## src/rtl/sisc_pkg.sv

```systemverilog
// Shared constants and enums for the SISC memory arbiter slice.
package sisc_pkg;
    localparam int WIDTH    = 32;
    localparam int ADDRSIZE = 12;

    typedef enum logic [1:0] {
        REQ_IF = 2'd0,
        REQ_LS = 2'd1,
        REQ_LD = 2'd2
    } req_e;

    typedef enum logic {
        ST_RUN    = 1'b0,
        ST_LOCKED = 1'b1
    } state_e;
endpackage

```

## src/rtl/sisc_mem_arbiter_if.sv

```systemverilog
// Requester, grant/return and SRAM-side signals of the unified memory port.
interface sisc_mem_arbiter_if;
    import sisc_pkg::*;

    logic                if_req, ls_req, ld_req;
    logic [ADDRSIZE-1:0] if_addr, ls_addr, ld_addr;
    logic                ls_we, ld_we;
    logic [WIDTH-1:0]    ls_wdata, ld_wdata;
    logic                ld_lock;
    logic                if_gnt, ls_gnt, ld_gnt;
    logic                if_rvalid, ls_rvalid, ld_rvalid;
    logic [WIDTH-1:0]    rdata;
    logic                locked;
    logic                mem_en, mem_we;
    logic [ADDRSIZE-1:0] mem_addr;
    logic [WIDTH-1:0]    mem_wdata;
    logic [WIDTH-1:0]    mem_rdata;

    modport slave (
        input  if_req, ls_req, ld_req, if_addr, ls_addr, ld_addr,
               ls_we, ld_we, ls_wdata, ld_wdata, ld_lock, mem_rdata,
        output if_gnt, ls_gnt, ld_gnt, if_rvalid, ls_rvalid, ld_rvalid,
               rdata, locked, mem_en, mem_we, mem_addr, mem_wdata
    );

    modport master (
        output if_req, ls_req, ld_req, if_addr, ls_addr, ld_addr,
               ls_we, ld_we, ls_wdata, ld_wdata, ld_lock, mem_rdata,
        input  if_gnt, ls_gnt, ld_gnt, if_rvalid, ls_rvalid, ld_rvalid,
               rdata, locked, mem_en, mem_we, mem_addr, mem_wdata
    );
endinterface

```

## src/rtl/sisc_rr_arb2.sv

```systemverilog
// Two-way round-robin picker: ptr names the favoured input, ptr_next is the
// pointer to load after this cycle's grant.
module sisc_rr_arb2 (
    input  logic [1:0] req,
    input  logic       ptr,
    output logic [1:0] gnt,
    output logic       ptr_next
);
    for (genvar gi = 0; gi < 2; gi++) begin : g_gnt
        // a side wins when it is favoured or when the other side is idle
        assign gnt[gi] = req[gi] && ((ptr == 1'(gi)) || !req[1-gi]);
    end

    assign ptr_next = gnt[0] ? 1'b1 : (gnt[1] ? 1'b0 : ptr);
endmodule

```

## src/rtl/sisc_mem_arbiter.sv

```systemverilog
// Shares the single 4096x32 SRAM port between fetch, load/store and loader,
// with a loader lock for exclusive bulk access and one-cycle read return.
module sisc_mem_arbiter
    import sisc_pkg::*;
(
    input  logic              clk,
    input  logic              reset,
    sisc_mem_arbiter_if.slave bus
);
    state_e              state_reg, state_next;
    logic                rr_ptr_reg, rr_ptr_next;
    logic                tag_valid_reg, tag_valid_next;
    req_e                tag_reg, tag_next;
    logic [1:0]          arb_req, arb_gnt;
    logic [2:0]          gnt_vec, rvalid_vec;
    logic                mem_en_c, mem_we_c;
    logic [ADDRSIZE-1:0] mem_addr_c;
    logic [WIDTH-1:0]    mem_wdata_c;

    // IF/LS only compete while running, out of reset, and with LD idle;
    // a zero request vector also keeps the pointer frozen while locked.
    assign arb_req = (reset && state_reg == ST_RUN && !bus.ld_req)
                   ? {bus.ls_req, bus.if_req} : 2'b00;

    sisc_rr_arb2 u_rr_arb2 (
        .req      (arb_req),
        .ptr      (rr_ptr_reg),
        .gnt      (arb_gnt),
        .ptr_next (rr_ptr_next)
    );

    always_ff @(posedge clk) begin
        if (!reset) begin
            state_reg     <= ST_RUN;
            rr_ptr_reg    <= 1'b0;
            tag_valid_reg <= 1'b0;
            tag_reg       <= REQ_IF;
        end else begin
            state_reg     <= state_next;
            rr_ptr_reg    <= rr_ptr_next;
            tag_valid_reg <= tag_valid_next;
            tag_reg       <= tag_next;
        end
    end

    always_comb begin
        state_next = state_reg;
        case (state_reg)
            ST_RUN:    if (gnt_vec[REQ_LD] && bus.ld_lock) state_next = ST_LOCKED;
            ST_LOCKED: if (!bus.ld_lock) state_next = ST_RUN;
            default:   state_next = ST_RUN;
        endcase
    end

    always_comb begin
        gnt_vec         = 3'b000;
        gnt_vec[REQ_LD] = reset && bus.ld_req;
        gnt_vec[REQ_IF] = arb_gnt[0];
        gnt_vec[REQ_LS] = arb_gnt[1];
        mem_en_c        = |gnt_vec;
        mem_we_c        = 1'b0;
        mem_addr_c      = bus.if_addr;
        mem_wdata_c     = '0;
        tag_next        = REQ_IF;
        if (gnt_vec[REQ_LD]) begin
            mem_we_c    = bus.ld_we;
            mem_addr_c  = bus.ld_addr;
            mem_wdata_c = bus.ld_wdata;
            tag_next    = REQ_LD;
        end else if (gnt_vec[REQ_LS]) begin
            mem_we_c    = bus.ls_we;
            mem_addr_c  = bus.ls_addr;
            mem_wdata_c = bus.ls_wdata;
            tag_next    = REQ_LS;
        end
        tag_valid_next = mem_en_c && !mem_we_c;
    end

    for (genvar gi = 0; gi < 3; gi++) begin : g_rvalid
        assign rvalid_vec[gi] = tag_valid_reg && (tag_reg == req_e'(2'(gi)));
    end

    assign bus.if_gnt    = gnt_vec[REQ_IF];
    assign bus.ls_gnt    = gnt_vec[REQ_LS];
    assign bus.ld_gnt    = gnt_vec[REQ_LD];
    assign bus.if_rvalid = rvalid_vec[REQ_IF];
    assign bus.ls_rvalid = rvalid_vec[REQ_LS];
    assign bus.ld_rvalid = rvalid_vec[REQ_LD];
    assign bus.rdata     = bus.mem_rdata;
    assign bus.locked    = (state_reg == ST_LOCKED);
    assign bus.mem_en    = mem_en_c;
    assign bus.mem_we    = mem_we_c;
    assign bus.mem_addr  = mem_addr_c;
    assign bus.mem_wdata = mem_wdata_c;
endmodule

```

## src/flat_wrapper.sv

```systemverilog
// flat-port wrapper written by rule: the top's interface ports become plain ports
module sisc_mem_arbiter_flat import sisc_pkg::*;
  (clk, reset, bus_if_req, bus_ls_req, bus_ld_req, bus_if_addr, bus_ls_addr, bus_ld_addr, bus_ls_we, bus_ld_we, bus_ls_wdata, bus_ld_wdata, bus_ld_lock, bus_mem_rdata, bus_if_gnt, bus_ls_gnt, bus_ld_gnt, bus_if_rvalid, bus_ls_rvalid, bus_ld_rvalid, bus_rdata, bus_locked, bus_mem_en, bus_mem_we, bus_mem_addr, bus_mem_wdata);
  sisc_mem_arbiter_if bus_i ();
  input  logic clk;
  input  logic reset;
  input wire logic [$bits(bus_i.if_req)-1:0] bus_if_req;
  input wire logic [$bits(bus_i.ls_req)-1:0] bus_ls_req;
  input wire logic [$bits(bus_i.ld_req)-1:0] bus_ld_req;
  input wire logic [$bits(bus_i.if_addr)-1:0] bus_if_addr;
  input wire logic [$bits(bus_i.ls_addr)-1:0] bus_ls_addr;
  input wire logic [$bits(bus_i.ld_addr)-1:0] bus_ld_addr;
  input wire logic [$bits(bus_i.ls_we)-1:0] bus_ls_we;
  input wire logic [$bits(bus_i.ld_we)-1:0] bus_ld_we;
  input wire logic [$bits(bus_i.ls_wdata)-1:0] bus_ls_wdata;
  input wire logic [$bits(bus_i.ld_wdata)-1:0] bus_ld_wdata;
  input wire logic [$bits(bus_i.ld_lock)-1:0] bus_ld_lock;
  input wire logic [$bits(bus_i.mem_rdata)-1:0] bus_mem_rdata;
  output wire logic [$bits(bus_i.if_gnt)-1:0] bus_if_gnt;
  output wire logic [$bits(bus_i.ls_gnt)-1:0] bus_ls_gnt;
  output wire logic [$bits(bus_i.ld_gnt)-1:0] bus_ld_gnt;
  output wire logic [$bits(bus_i.if_rvalid)-1:0] bus_if_rvalid;
  output wire logic [$bits(bus_i.ls_rvalid)-1:0] bus_ls_rvalid;
  output wire logic [$bits(bus_i.ld_rvalid)-1:0] bus_ld_rvalid;
  output wire logic [$bits(bus_i.rdata)-1:0] bus_rdata;
  output wire logic [$bits(bus_i.locked)-1:0] bus_locked;
  output wire logic [$bits(bus_i.mem_en)-1:0] bus_mem_en;
  output wire logic [$bits(bus_i.mem_we)-1:0] bus_mem_we;
  output wire logic [$bits(bus_i.mem_addr)-1:0] bus_mem_addr;
  output wire logic [$bits(bus_i.mem_wdata)-1:0] bus_mem_wdata;
  assign bus_i.if_req = bus_if_req;
  assign bus_i.ls_req = bus_ls_req;
  assign bus_i.ld_req = bus_ld_req;
  assign bus_i.if_addr = bus_if_addr;
  assign bus_i.ls_addr = bus_ls_addr;
  assign bus_i.ld_addr = bus_ld_addr;
  assign bus_i.ls_we = bus_ls_we;
  assign bus_i.ld_we = bus_ld_we;
  assign bus_i.ls_wdata = bus_ls_wdata;
  assign bus_i.ld_wdata = bus_ld_wdata;
  assign bus_i.ld_lock = bus_ld_lock;
  assign bus_i.mem_rdata = bus_mem_rdata;
  assign bus_if_gnt = bus_i.if_gnt;
  assign bus_ls_gnt = bus_i.ls_gnt;
  assign bus_ld_gnt = bus_i.ld_gnt;
  assign bus_if_rvalid = bus_i.if_rvalid;
  assign bus_ls_rvalid = bus_i.ls_rvalid;
  assign bus_ld_rvalid = bus_i.ld_rvalid;
  assign bus_rdata = bus_i.rdata;
  assign bus_locked = bus_i.locked;
  assign bus_mem_en = bus_i.mem_en;
  assign bus_mem_we = bus_i.mem_we;
  assign bus_mem_addr = bus_i.mem_addr;
  assign bus_mem_wdata = bus_i.mem_wdata;
  sisc_mem_arbiter u_core (.clk(clk), .reset(reset), .bus(bus_i));
endmodule
```

## config.mk

```make
export PLATFORM = sky130hd
export DESIGN_NAME = sisc_mem_arbiter_flat
export DESIGN_NICKNAME = d
export VERILOG_FILES = /design/src/rtl/sisc_pkg.sv /design/src/rtl/sisc_mem_arbiter_if.sv /design/src/rtl/sisc_rr_arb2.sv /design/src/rtl/sisc_mem_arbiter.sv /design/src/flat_wrapper.sv
export SDC_FILE = /design/constraint.sdc
export NUM_CORES = 1
export LEC_CHECK = 0
export ABC_CLOCK_PERIOD_IN_PS = 1450
export CORE_AREA = 2 2 87 89
export CTS_CLUSTER_DIAMETER = 30
export DETAILED_ROUTE_END_ITERATION = 10
export DIE_AREA = 0 0 89 91
export HOLD_SLACK_MARGIN = 0.12
export MAX_ROUTING_LAYER = met4
export PLACE_DENSITY = 0.75
export SLEW_MARGIN = 20
export SYNTH_ARGS = -nofsm -noshare
export SYNTH_HDL_FRONTEND = slang
export SYNTH_SLANG_ARGS = --single-unit
export TNS_END_PERCENT = 10
```

## constraint.sdc

```tcl
create_clock -name clk -period 1.45 [get_ports clk]
set_clock_uncertainty 0.1 [all_clocks]
set_input_delay 0.2175 -clock clk [delete_from_list [all_inputs] [get_ports clk]]
set_output_delay 0.2175 -clock clk [all_outputs]
set_load 0.02 [all_outputs]
```

# Word level (Yosys, flattened, before mapping)
# Cells that the tools add are included.
# classes
eq_ne,2
mux,14
bitwise,3
reduce_logical,20
# ops
operator,n
two-way mux 32 bit,2
two-way mux 12 bit,2
logical AND 1 bit,10
two-way mux 1 bit,7
zero test 1 bit,4
two-way mux 2 bit,2
inverter 1 bit,3
OR reduction 3 bit,1
equality test 2 x 1 -> 1 bit (second input constant),1
equality test 2 bit (second input constant),1
zero test 2 bit,1
logical OR 1 bit,2
case mux 1 bit (2 select lines),1
nonzero test 2 bit,1
OR reduction 2 bit,1
# totals
reg_bits,5
wordCells,44

# Depth between registers and ports, before layout
# Gate-level depths: netlist (run 1).
# depth
depth_word,11
ltp_mapped,5
ltp_nobuf,4

# Cells and area by module
# From an unflattened synthesis (run 1), not the netlist that was laid out.
# hier_totals
hier_cells,211
area_unflattened_um2,1437.6
# by_module_without_submodules
module,n_inst,cells_per_inst,area_each_um2,seq_area_each_um2
sisc_mem_arbiter,1,206,1408.9,100.1
sisc_rr_arb2,1,5,28.8,0.0

# Least setup slack after synthesis (run 1)
# Ideal clock, no wire load.
# synth_path
path_type,flip-flop to output port
startpoint,register u_core.state_reg (netlist: u_core.bus.locked)
endpoint,output bus_mem_wdata[24]
arrival_ps,1479
required_ps,1133
slack_ps,-346
stages_incl_launch_ff,6
path_cell_list,dfxtp_1 -> nor3b_1 -> nand3b_1 -> inv_2 -> buf_2 -> a22o_1
# synth_between
elab_chain_len,9
# synth_lines
item,line_no,source
from (decl),sisc_mem_arbiter.sv:10,"state_e state_reg, state_next;"
from (signal assigned),sisc_mem_arbiter.sv:39,state_reg <= state_next;
inverter 1 bit (*),sisc_mem_arbiter.sv:22,assign arb_req = (reset && state_reg == ST_RUN && !bus.ld_req)
logical AND 1 bit (*) (2 in series),sisc_mem_arbiter.sv:22,
two-way mux 2 bit (*),sisc_mem_arbiter.sv:23,"? {bus.ls_req, bus.if_req} : 2'b00;"
zero test 1 bit,sisc_rr_arb2.sv:11,assign gnt[gi] = req[gi] && ((ptr == 1'(gi)) || !req[1-gi]);
logical OR 1 bit,sisc_rr_arb2.sv:11,
logical AND 1 bit (*),sisc_rr_arb2.sv:11,
net bus_ls_gnt,flat_wrapper.sv:20,output wire logic [$bits(bus_i.ls_gnt)-1:0] bus_ls_gnt;
two-way mux 32 bit (*),sisc_mem_arbiter.sv:70,end else if (gnt_vec[REQ_LS]) begin
two-way mux 32 bit (*),sisc_mem_arbiter.sv:65,if (gnt_vec[REQ_LD]) begin
to (decl),flat_wrapper.sv:30,output wire logic [$bits(bus_i.mem_wdata)-1:0] bus_mem_wdata;
# Mark *: on every way through the listed nets, which the timed path passes. The rest lies on a longest branch.

# Worst setup path in the final report (run 1)
# layout_path
startpoint,register u_core.state_reg (netlist: u_core.bus.locked)
endpoint,output bus_mem_addr[7]
# layout_between
elab_chain_len,9
# layout_lines
item,line_no,source
inverter 1 bit (*),sisc_mem_arbiter.sv:22,
logical AND 1 bit (*) (2 in series),sisc_mem_arbiter.sv:22,
two-way mux 2 bit (*),sisc_mem_arbiter.sv:23,
zero test 1 bit,sisc_rr_arb2.sv:11,
logical OR 1 bit,sisc_rr_arb2.sv:11,
logical AND 1 bit (*),sisc_rr_arb2.sv:11,
two-way mux 12 bit (*),sisc_mem_arbiter.sv:70,
two-way mux 12 bit (*),sisc_mem_arbiter.sv:65,
to (decl),flat_wrapper.sv:29,output wire logic [$bits(bus_i.mem_addr)-1:0] bus_mem_addr;
# Every way passes the cells marked *; elsewhere a longest branch is shown, timed or not.

==> results of run 1 <==
-- path summary, 6_finish.rpt --
path | slack [ns] | end | depth (start not counted) | startpoint
hold reg to reg | 0.50 | u_core.bus.locked$_SDFF_PN0_ | 2 | u_core.bus.locked$_SDFF_PN0_
setup reg to reg | -0.30 | u_core.tag_valid_reg$_SDFF_PN0_ | 4 | u_core.bus.locked$_SDFF_PN0_
hold / removal | 0.34 | bus_rdata[12] | 0 | bus_mem_rdata[12]
setup / recovery | -0.57 | bus_mem_addr[7] | 6 | u_core.bus.locked$_SDFF_PN0_
-- layer usage --
layer | global-route usage (%) | vias up
met5 | - | -
met4 | 6.09 | 0
met3 | 1.91 | 21
met2 | 25.9 | 95
met1 | 16.1 | 852
li1 | - | 845
-- layout make-up --
| cell class | instances | share of cell area (%) |
|---|---|---|
| repair buffers | 192 | 59.5 |
| multi-input cells | 98 | 31.5 |
| well taps | 99 | 3.70 |
| flip-flops and latches | 5 | 3.10 |
| clock buffers | 4 | 1.34 |
| inverters | 5 | 0.710 |
| diodes | 1 | 0.0747 |
-- per-stage QoR --
| step | utilization, % | power (mW) | setup TNS (ns) |
|---|---|---|---|
| final | 46.9 | 1.42 | -21.66 |
| after global routing | 46.9 | 1.49 | -25.76 |
| after CTS | 45.1 | 1.38 | -22.69 |
| after detailed placement | 42.7 | 1.09 | -51.22 |
| after global placement | 42.7 | 1.08 | -49.59 |
| after floorplan | - | 0.659 | -5.96 |
-- cells in the final DEF, fill, tap and decap left out, types with 3 or more instances in the layout --
cell | Yosys | routed
clkdlybuf4s50_1 | 0 | 103
a221o_1 | 12 | 12
nand2_1 | 15 | 14
nor3_4 | 0 | 3
and2_1 | 12 | 12
a22o_4 | 0 | 27
buf_6 | 0 | 49
nor3_2 | 0 | 9
dfxtp_1 | 5 | 4
clkbuf_8 | 0 | 3
a22o_1 | 32 | 5
buf_4 | 32 | 24
dlygate4sd2_1 | 0 | 6
buf_12 | 0 | 4
-- logic make-up after synthesis --
kind of cell / Yosys count
buffers and inverters: 49
and+or+nand+nor: 50
AOI/OAI and AO/OA: 48
DFF: 5
-- power breakdown --
group          internal (mW)  total [mW]  switching [mW]
clock                  0.189       0.256          0.0678
combinational          0.620        1.01           0.389
sequential             0.146       0.152         0.00574
total                  0.955        1.42           0.462
-- repair_timing --
action | CTS | global route
hold endpoints to repair | 0 | 0
setup endpoints to repair | 54 | 51
resized for setup | 278 | 48
cloned | 2 | 1
setup buffers | 2 | 10
pin swaps | 26 | 17
-- critical path, delay by kind of cell, from the launching register on --
kind	cells	cell delay [ns]
AOI/OAI and AO/OA	1	0.14
buffers and inverters	3	0.40
DFF	1	0.34
and+or+nand+nor	2	0.60
==> results.json, run 1 <==
{
  "coreArea_mm2": 0.00714,
  "synth-xor-area-share_pct": 0,
  "yosys.area.top_type_share_pct": 25.2,
  "fin_nets": 445,
  "grt_pass1_vias": 1901,
  "postRouteAntennaNets": 0,
  "fin_ws_ns": -0.574,
  "grt-ovfl-total": 0,
  "ctsHtreeMaxLevel": 1,
  "synth_compound_area_share_pct": 38.5,
  "cp-start-kind": "register",
  "insertion_delay_ns": 0.22,
  "failed_checks": "setup timing",
  "largest_reg_flops": 2,
  "cts_root_buffer": "clkbuf_8",
  "slew_violations": 0,
  "worstPathArrival_ns": 1.71,
  "die-area_mm2": 0.00810,
  "muxShareOfSynthArea_pct": 0,
  "seq_area_frac_synth_pct": 8.99,
  "drc_errors": 0,
  "ys_top_cells_by_area": "a22o_1, buf_4, a221o_1, dfxtp_1, and2_1",
  "cp-end-kind": "output pin",
  "worstPathRequired_ns": 1.13,
  "track_usage_pct": 14.6,
  "vias_per_cell": 4.49,
  "die_height_um": 91,
  "port_buffers": 160,
  "cts_tree": "done",
  "synth-simple-area-share_pct": 24.7,
  "synth_edf_count": 0,
  "outcome": "finished with violations",
  "hp-class": "in2out",
  "cts.hold.buffers_added": 0,
  "maxSlewHeadroom_pct": 83.0,
  "antenna_found_initial": 1,
  "netlist_area_mm2": 0.00111,
  "clk_path_buf_depth": 2,
  "clk_pin_slew_ns": 0.03,
  "synth_cell_types": 23,
  "design_area_mm2": 0.00335,
  "gp_congestion": 0.780,
  "fillers": 692,
  "initial_core_util_pct": 15.6,
  "netlist.top_cell.by_area": "a22o_1",
  "slowest_stage": "or3b_4",
  "wl_met3_um": 445,
  "finalHoldViolCount": 0,
  "crit_fanout": 5,
  "layout_min_cycle_time_ns": 2.02,
  "placed_area_mm2": 0.00305,
  "max_freq_ghz": 0.494,
  "period_share_pct": 140,
  "worst_pin_slew_ns": 0.254,
  "grt_pass1_wl_mm": 9.03,
  "drtIter0Drc": 38,
  "wl_per_cell_um": 15.7,
  "ios": 225,
  "synthAdderAreaFrac_pct": 0,
  "rows": 31,
  "crit_type": "reg2out",
  "async_flop_share_pct": 0,
  "p_leak_nw": 1.51,
  "cp_common_cell": "buf_6",
  "drive_gt1_share_pct": 44.4,
  "multiInputGateArea_mm2": 0.00106,
  "regArea_um2": 104,
  "whs_ns": 0.335,
  "synthCells": 152,
  "ys.flop_type": "dfxtp_1",
  "wl_met2_mm": 3.48,
  "synth_top_family_by_area": "compound AO/OA/AOI/OAI gates",
  "instances_no_fill": 404,
  "syn_nets": 292,
  "avgSynthCellArea_um2": 7.33,
  "cap_viol_max_count": 0,
  "syn_to_final_growth_pct": 201,
  "hpwlAfterDp_mm": 5.14,
  "p_per_area_mw_per_mm2": 423,
  "critPathMaxStageDelay_ns": 0.44,
  "die_w_um": 89,
  "ys_warn_count": 0,
  "clock-sinks": 5,
  "grt_max_degree": 24,
  "ir_worst_vdd_mv": 0.170,
  "place_inst": 386,
  "dr_total_vias": 1813,
  "cp_cell_sequence": "buf_6, or3b_4, buf_16, nor3_2, a221o_1, buf_6",
  "first_pass_iters": 4,
  "setup_viol_count_final": 50,
  "routedLengthMet1_mm": 2.25,
  "numCtsBuffers": 3,
  "dr.max_layer_used": "met4",
  "rsz0062_at_grt": "true",
  "synth_common_cells": "a22o_1, buf_4, nand2_1",
  "drt-total-wl_mm": 6.34,
  "synth_seq_cells": 5,
  "dp_slack_ns": -1.13
}
(Power assumes the default switching activity.)
==> inputs of run 2 (changes only) <==
--- a/config.mk
+++ b/config.mk
@@ -8,2 +8,3 @@
 export ABC_CLOCK_PERIOD_IN_PS = 1450
+export CAP_MARGIN = 10
 export CORE_AREA = 2 2 87 89
@@ -14,3 +15,3 @@
 export MAX_ROUTING_LAYER = met4
-export PLACE_DENSITY = 0.75
+export PLACE_DENSITY = 0.74
 export SLEW_MARGIN = 20
==> constraint.sdc (replaced) <==
create_clock -name clk -period 1.45 [get_ports clk]
set_clock_uncertainty 0.1 [all_clocks]
set_input_delay 0.3625 -clock clk [delete_from_list [all_inputs] [get_ports clk]]
set_output_delay 0.3625 -clock clk [all_outputs]
set_load 0.02 [all_outputs]
==> run 2 against run 1 <==
Net effect:
- the run still ends with setup timing left
- utilization down 1.7 points
- die area stayed put
- total power is 1.5% lower
- sequential power barely moved
- combinational power about the same
- fmax shrank 5.3%
- non-clock buffer count is 5 lower
- largest cell class unchanged
==> results.json, run 2 (synthesized netlist as in run 1, its figures left out) <==
{
  "outcome": "finished with violations",
  "failed_checks": "setup timing",
  "dr_total_vias": 1828,
  "fin_nets": 441,
  "whs_path_depth": 3,
  "cap_viol_max_count": 0,
  "vias_per_cell": 4.58,
  "clk_pin_slew_ns": 0.04,
  "syn_to_final_growth_pct": 190,
  "regArea_um2": 106,
  "diodes": 0,
  "layout_commonest_cell": "clkdlybuf4s50_1",
  "place_inst": 384,
  "worst_pin_slew_ns": 0.268,
  "grt-ovfl-total": 0,
  "initial_core_util_pct": 15.6,
  "die-area_mm2": 0.00810,
  "worstPathRequired_ns": 0.99,
  "coreArea_mm2": 0.00714,
  "drc_errors": 0,
  "clock-sinks": 5,
  "gp_congestion": 0.754,
  "ff2ff_path_depth": 4,
  "die_w_um": 89,
  "finalHoldViolCount": 0,
  "drt-total-wl_mm": 6.98,
  "hpwlAfterDp_mm": 5.26,
  "crit_fanout": 7,
  "min_from": "reset",
  "slew_violations": 0,
  "hp-class": "in2reg",
  "p_per_area_mw_per_mm2": 432,
  "antenna_found_initial": 0,
  "largest_reg_flops": 2,
  "grt_pass1_wl_mm": 9.53,
  "grt_max_degree": 22,
  "clk_path_buf_depth": 2,
  "min_delay_worst_endpoint": "u_core.rr_ptr_reg$_SDFFE_PN0P_",
  "drive_gt1_share_pct": 46.3,
  "track_usage_pct": 15.7,
  "ios": 225,
  "fin_ws_ns": -0.687,
  "cts.hold.buffers_added": 0,
  "multiInputGateArea_mm2": 0.00106,
  "p_leak_nw": 1.47,
  "r2r_end": "u_core.tag_valid_reg$_SDFF_PN0_",
  "reg2reg_slack_ns": -0.30,
  "tns_ns": -30.75,
  "instances_no_fill": 399,
  "cts_tree": "done",
  "cp-end-kind": "output pin",
  "most-common-layout-cells": "clkdlybuf4s50_1, buf_6, a22o_4",
  "layout_min_cycle_time_ns": 2.14,
  "wl_per_cell_um": 17.5,
  "postRouteAntennaNets": 0,
  "cts_root_buffer": "clkbuf_8",
  "setup_viol_count_final": 50,
  "ir_worst_vdd_mv": 0.185,
  "die_height_um": 91,
  "insertion_delay_ns": 0.22,
  "cp_cell_sequence": "nor3b_4, nand3b_1, buf_6, a221o_1, buf_2",
  "port_buffers": 160,
  "crit_type": "reg2out",
  "first_pass_iters": 4,
  "period_share_pct": 147,
  "cp-start-kind": "register",
  "r2r-start": "u_core.bus.locked$_SDFF_PN0_",
  "numCtsBuffers": 3,
  "rsz0062_at_grt": "true",
  "grt_pass1_vias": 1805,
  "worstPathArrival_ns": 1.67,
  "rows": 31,
  "max_freq_ghz": 0.468,
  "critPathMaxStageDelay_ns": 0.35,
  "ctsHtreeMaxLevel": 1,
  "drtIter0Drc": 35,
  "slowest_stage": "dfxtp_4",
  "fillers": 696,
  "maxSlewHeadroom_pct": 82.1
}
==> run 2: cell count changes in the layout (fill, tap and decap cells not counted), moves of 3 or more <==
| cell | previous run | this run |
|---|---|---|
| buf_6 | 49 | 41 |
| dlygate4sd2_1 | 6 | 1 |
| buf_2 | 0 | 17 |
| buf_4 | 24 | 17 |
| nor3_4 | 3 | 0 |
==> run 2: worst max-delay path by stage <==
stage / from / endpoint / slack, ns / depth (start not counted)
2_1_floorplan: bus_ld_req / bus_mem_addr[10] / -0.31 / 4
3_3_place_gp: reset / bus_mem_addr[0] / -1.35 / 5
3_5_place_dp: reset / bus_mem_addr[11] / -1.39 / 5
4_1_cts: u_core.bus.locked$_SDFF_PN0_ / bus_mem_wdata[1] / -0.71 / 7
5_1_grt: u_core.bus.locked$_SDFF_PN0_ / bus_mem_wdata[1] / -0.76 / 7
6_report: u_core.bus.locked$_SDFF_PN0_ / bus_mem_addr[1] / -0.69 / 5
==> run 2: layout make-up <==
class / instances / area share, %
Timing Repair Buffer: 187 / 57.8
Multi-Input combinational cell: 99 / 32.9
Tap cell: 99 / 3.84
Sequential cell: 5 / 3.29
Clock buffer: 4 / 1.39
Inverter: 5 / 0.814
==> run 2: power breakdown <==
part	internal, mW	leakage, nW	switching [mW]
combinational	0.586	1.40	0.391
clock	0.189	0.0228	0.0736
sequential	0.147	0.0426	0.00784
==> run 2: layer usage <==
layer | GRT usage, % | up-vias | wire length, µm
met2 | 28.8 | 112 | 3630
met3 | 3.45 | 20 | 761
met4 | 6.09 | 0 | 150
li1 | - | 841 | -
met5 | - | - | 0
met1 | 15.7 | 855 | 2440
==> run 2: repair_timing <==
action                     CTS  global route
pin swaps                   20             8
setup buffers                4             3
gates cloned                 3             1
gates resized for setup    305            18
setup endpoints to repair   55            52
==> run 2: per-stage QoR <==
stage               cell area [µm²]  utilization, %  setup slack [ns]  hold WS (ns)  total power, mW
floorplan                      1480               -            -0.312         0.383            0.665
global placement               3030            42.5             -1.35         0.405             1.08
detailed placement             3030            42.5             -1.39         0.418             1.09
CTS                            3140            44.0            -0.711         0.337             1.38
global route                   3230            45.2            -0.761         0.358             1.45
finish                         3230            45.2            -0.687         0.329             1.40
==> run 2: critical path: cells and delay by family, from the launching register on <==
family / cells / cell delay, ns
AO/OA/AOI/OAI: 1 / 0.31
flip-flops: 1 / 0.35
buffers and inverters: 2 / 0.38
AND/OR/NAND/NOR: 2 / 0.41
==> inputs of run 3 (changes only) <==
Settings changed: REMOVE_ABC_BUFFERS set to 1.
==> run 3 against run 2 <==
Net effect:
- the flow still finishes with violations (setup timing)
- die area is the same
- sequential power is essentially flat
- first-iteration DRC count grew 2.9%
- sequential cell count is the same
- global-route usage grew 2.8 points
- cell count shrank 2.3%
- critical path depth grew 2
- fmax shrank 1.6%
- routed wire length grew 17%
- clock power is essentially flat
- combinational power shrank 8.7%
- largest cell class unchanged
==> results.json, run 3 (synthesized netlist as in run 1, its figures left out) <==
{
  "outcome": "finished with violations",
  "failed_checks": "setup timing",
  "gp_congestion": 0.793,
  "clk_path_buf_depth": 2,
  "grt_pass1_wl_mm": 10.8,
  "layout_commonest_cell": "clkdlybuf4s50_1",
  "setup_viol_count_final": 50,
  "final_core_util_pct": 40.0,
  "first_pass_iters": 4,
  "antenna_found_initial": 0,
  "combPwrFrac_pct": 68.1,
  "wl_per_cell_um": 21.0,
  "crit_fanout": 6,
  "hp-class": "in2reg",
  "rows": 31,
  "p_per_area_mw_per_mm2": 460,
  "place_inst": 384,
  "grt_max_degree": 31,
  "crit_start": "bus_if_req",
  "slew_violations": 0,
  "drt-total-wl_mm": 8.19,
  "initial_core_util_pct": 15.6,
  "min_from": "bus_ld_req",
  "grt_pass1_vias": 1861,
  "fin_ws_ns": -0.722,
  "reg2reg_slack_ns": -0.25,
  "p_leak_nw": 1.26,
  "max_freq_ghz": 0.460,
  "cts_root_buffer": "clkbuf_8",
  "cts_tree": "done",
  "layout_min_cycle_time_ns": 2.17,
  "period_share_pct": 150,
  "switching_share_pct": 33.2,
  "syn_to_final_growth_pct": 156,
  "finalHoldViolCount": 0,
  "instances_no_fill": 390,
  "tns_ns": -29.97,
  "design_area_mm2": 0.00285,
  "whs_ns": 0.426,
  "numCtsBuffers": 3,
  "most-common-layout-cells": "clkdlybuf4s50_1, buf_6, a22o_1",
  "power.share.sequential_pct": 11.8,
  "worst_pin_slew_ns": 0.300,
  "ir_worst_vdd_mv": 0.162,
  "drive_gt1_share_pct": 29.6,
  "intPower_mw": 0.876,
  "switchingPower_mw": 0.435,
  "crit_type": "in2out",
  "dr_total_vias": 1804,
  "die_height_um": 91,
  "track_usage_pct": 18.5,
  "cap_viol_max_count": 0,
  "rsz0062_at_grt": "true",
  "insertion_delay_ns": 0.22,
  "ctsHtreeMaxLevel": 1,
  "die_w_um": 89,
  "fin_nets": 432,
  "dp_slack_ns": -1.51,
  "drtIter0Drc": 36,
  "grt-ovfl-total": 0,
  "cp-end-kind": "output pin",
  "drc_errors": 0,
  "clock_power_share_pct": 20.1,
  "diodes": 0,
  "die-area_mm2": 0.00810,
  "clk_pin_slew_ns": 0.04,
  "coreArea_mm2": 0.00714,
  "postRouteAntennaNets": 0,
  "ios": 225,
  "worstPathArrival_ns": 1.71,
  "port_buffers": 160,
  "vias_per_cell": 4.63,
  "clock-sinks": 5,
  "worstPathRequired_ns": 0.99,
  "cp-start-kind": "primary input",
  "hpwlAfterDp_mm": 6.46,
  "placed_area_mm2": 0.00270,
  "total_power_mw": 1.31,
  "maxSlewHeadroom_pct": 80.0,
  "r2r-start": "u_core.bus.locked$_SDFF_PN0_",
  "largest_reg_flops": 2
}
## run 3: routing by layer
metal | part of all wire, % | global-route usage [%]
met5 | 0 | -
met2 | 46 | 30.0
met4 | 0 | 2.24
met3 | 18 | 13.1
met1 | 36 | 18.9
## run 3: power by group through the flow
stage	registers [mW]	clock network (mW)	logic (mW)
CTS	0.155	0.270	0.884
finish	0.155	0.264	0.892
floorplan	0.155	0	0.284
detailed placement	0.154	0	0.853
global route	0.156	0.278	0.937
global placement	0.154	0	0.852
## run 3: cell type report
| cell class | instances | area (µm²) |
|---|---|---|
| fillers | 749 | 4280 |
| repair buffers | 179 | 1820 |
| multi-input cells | 98 | 736 |
| well taps | 99 | 124 |
| flip-flops and latches | 5 | 104 |
| clock buffers | 4 | 45.0 |
| inverters | 5 | 21.3 |
## run 3: worst max-delay path, cell delays in order
cell           delay (ns)
dlygate4sd2_1        0.25
nor2b_4              0.13
nand3b_1             0.21
buf_6                0.17
buf_6                0.12
a221o_1              0.30
buf_2                0.16
## run 3: final timing paths
check	to	cells past startpoint
worst min-delay path	u_core.bus.locked$_SDFF_PN0_	2
worst max register to register	u_core.tag_valid_reg$_SDFF_PN0_	3
worst max-delay path	bus_mem_addr[2]	7
worst min register to register	u_core.bus.locked$_SDFF_PN0_	1
## run 3: what timing repair did
item | in CTS | in global routing
resized for setup | 306 | 14
gates cloned | 1 | 0
pin swaps | 31 | 15
setup endpoints to repair | 56 | 51
buffers inserted | 1 | 0
hold buffers | 0 | 0
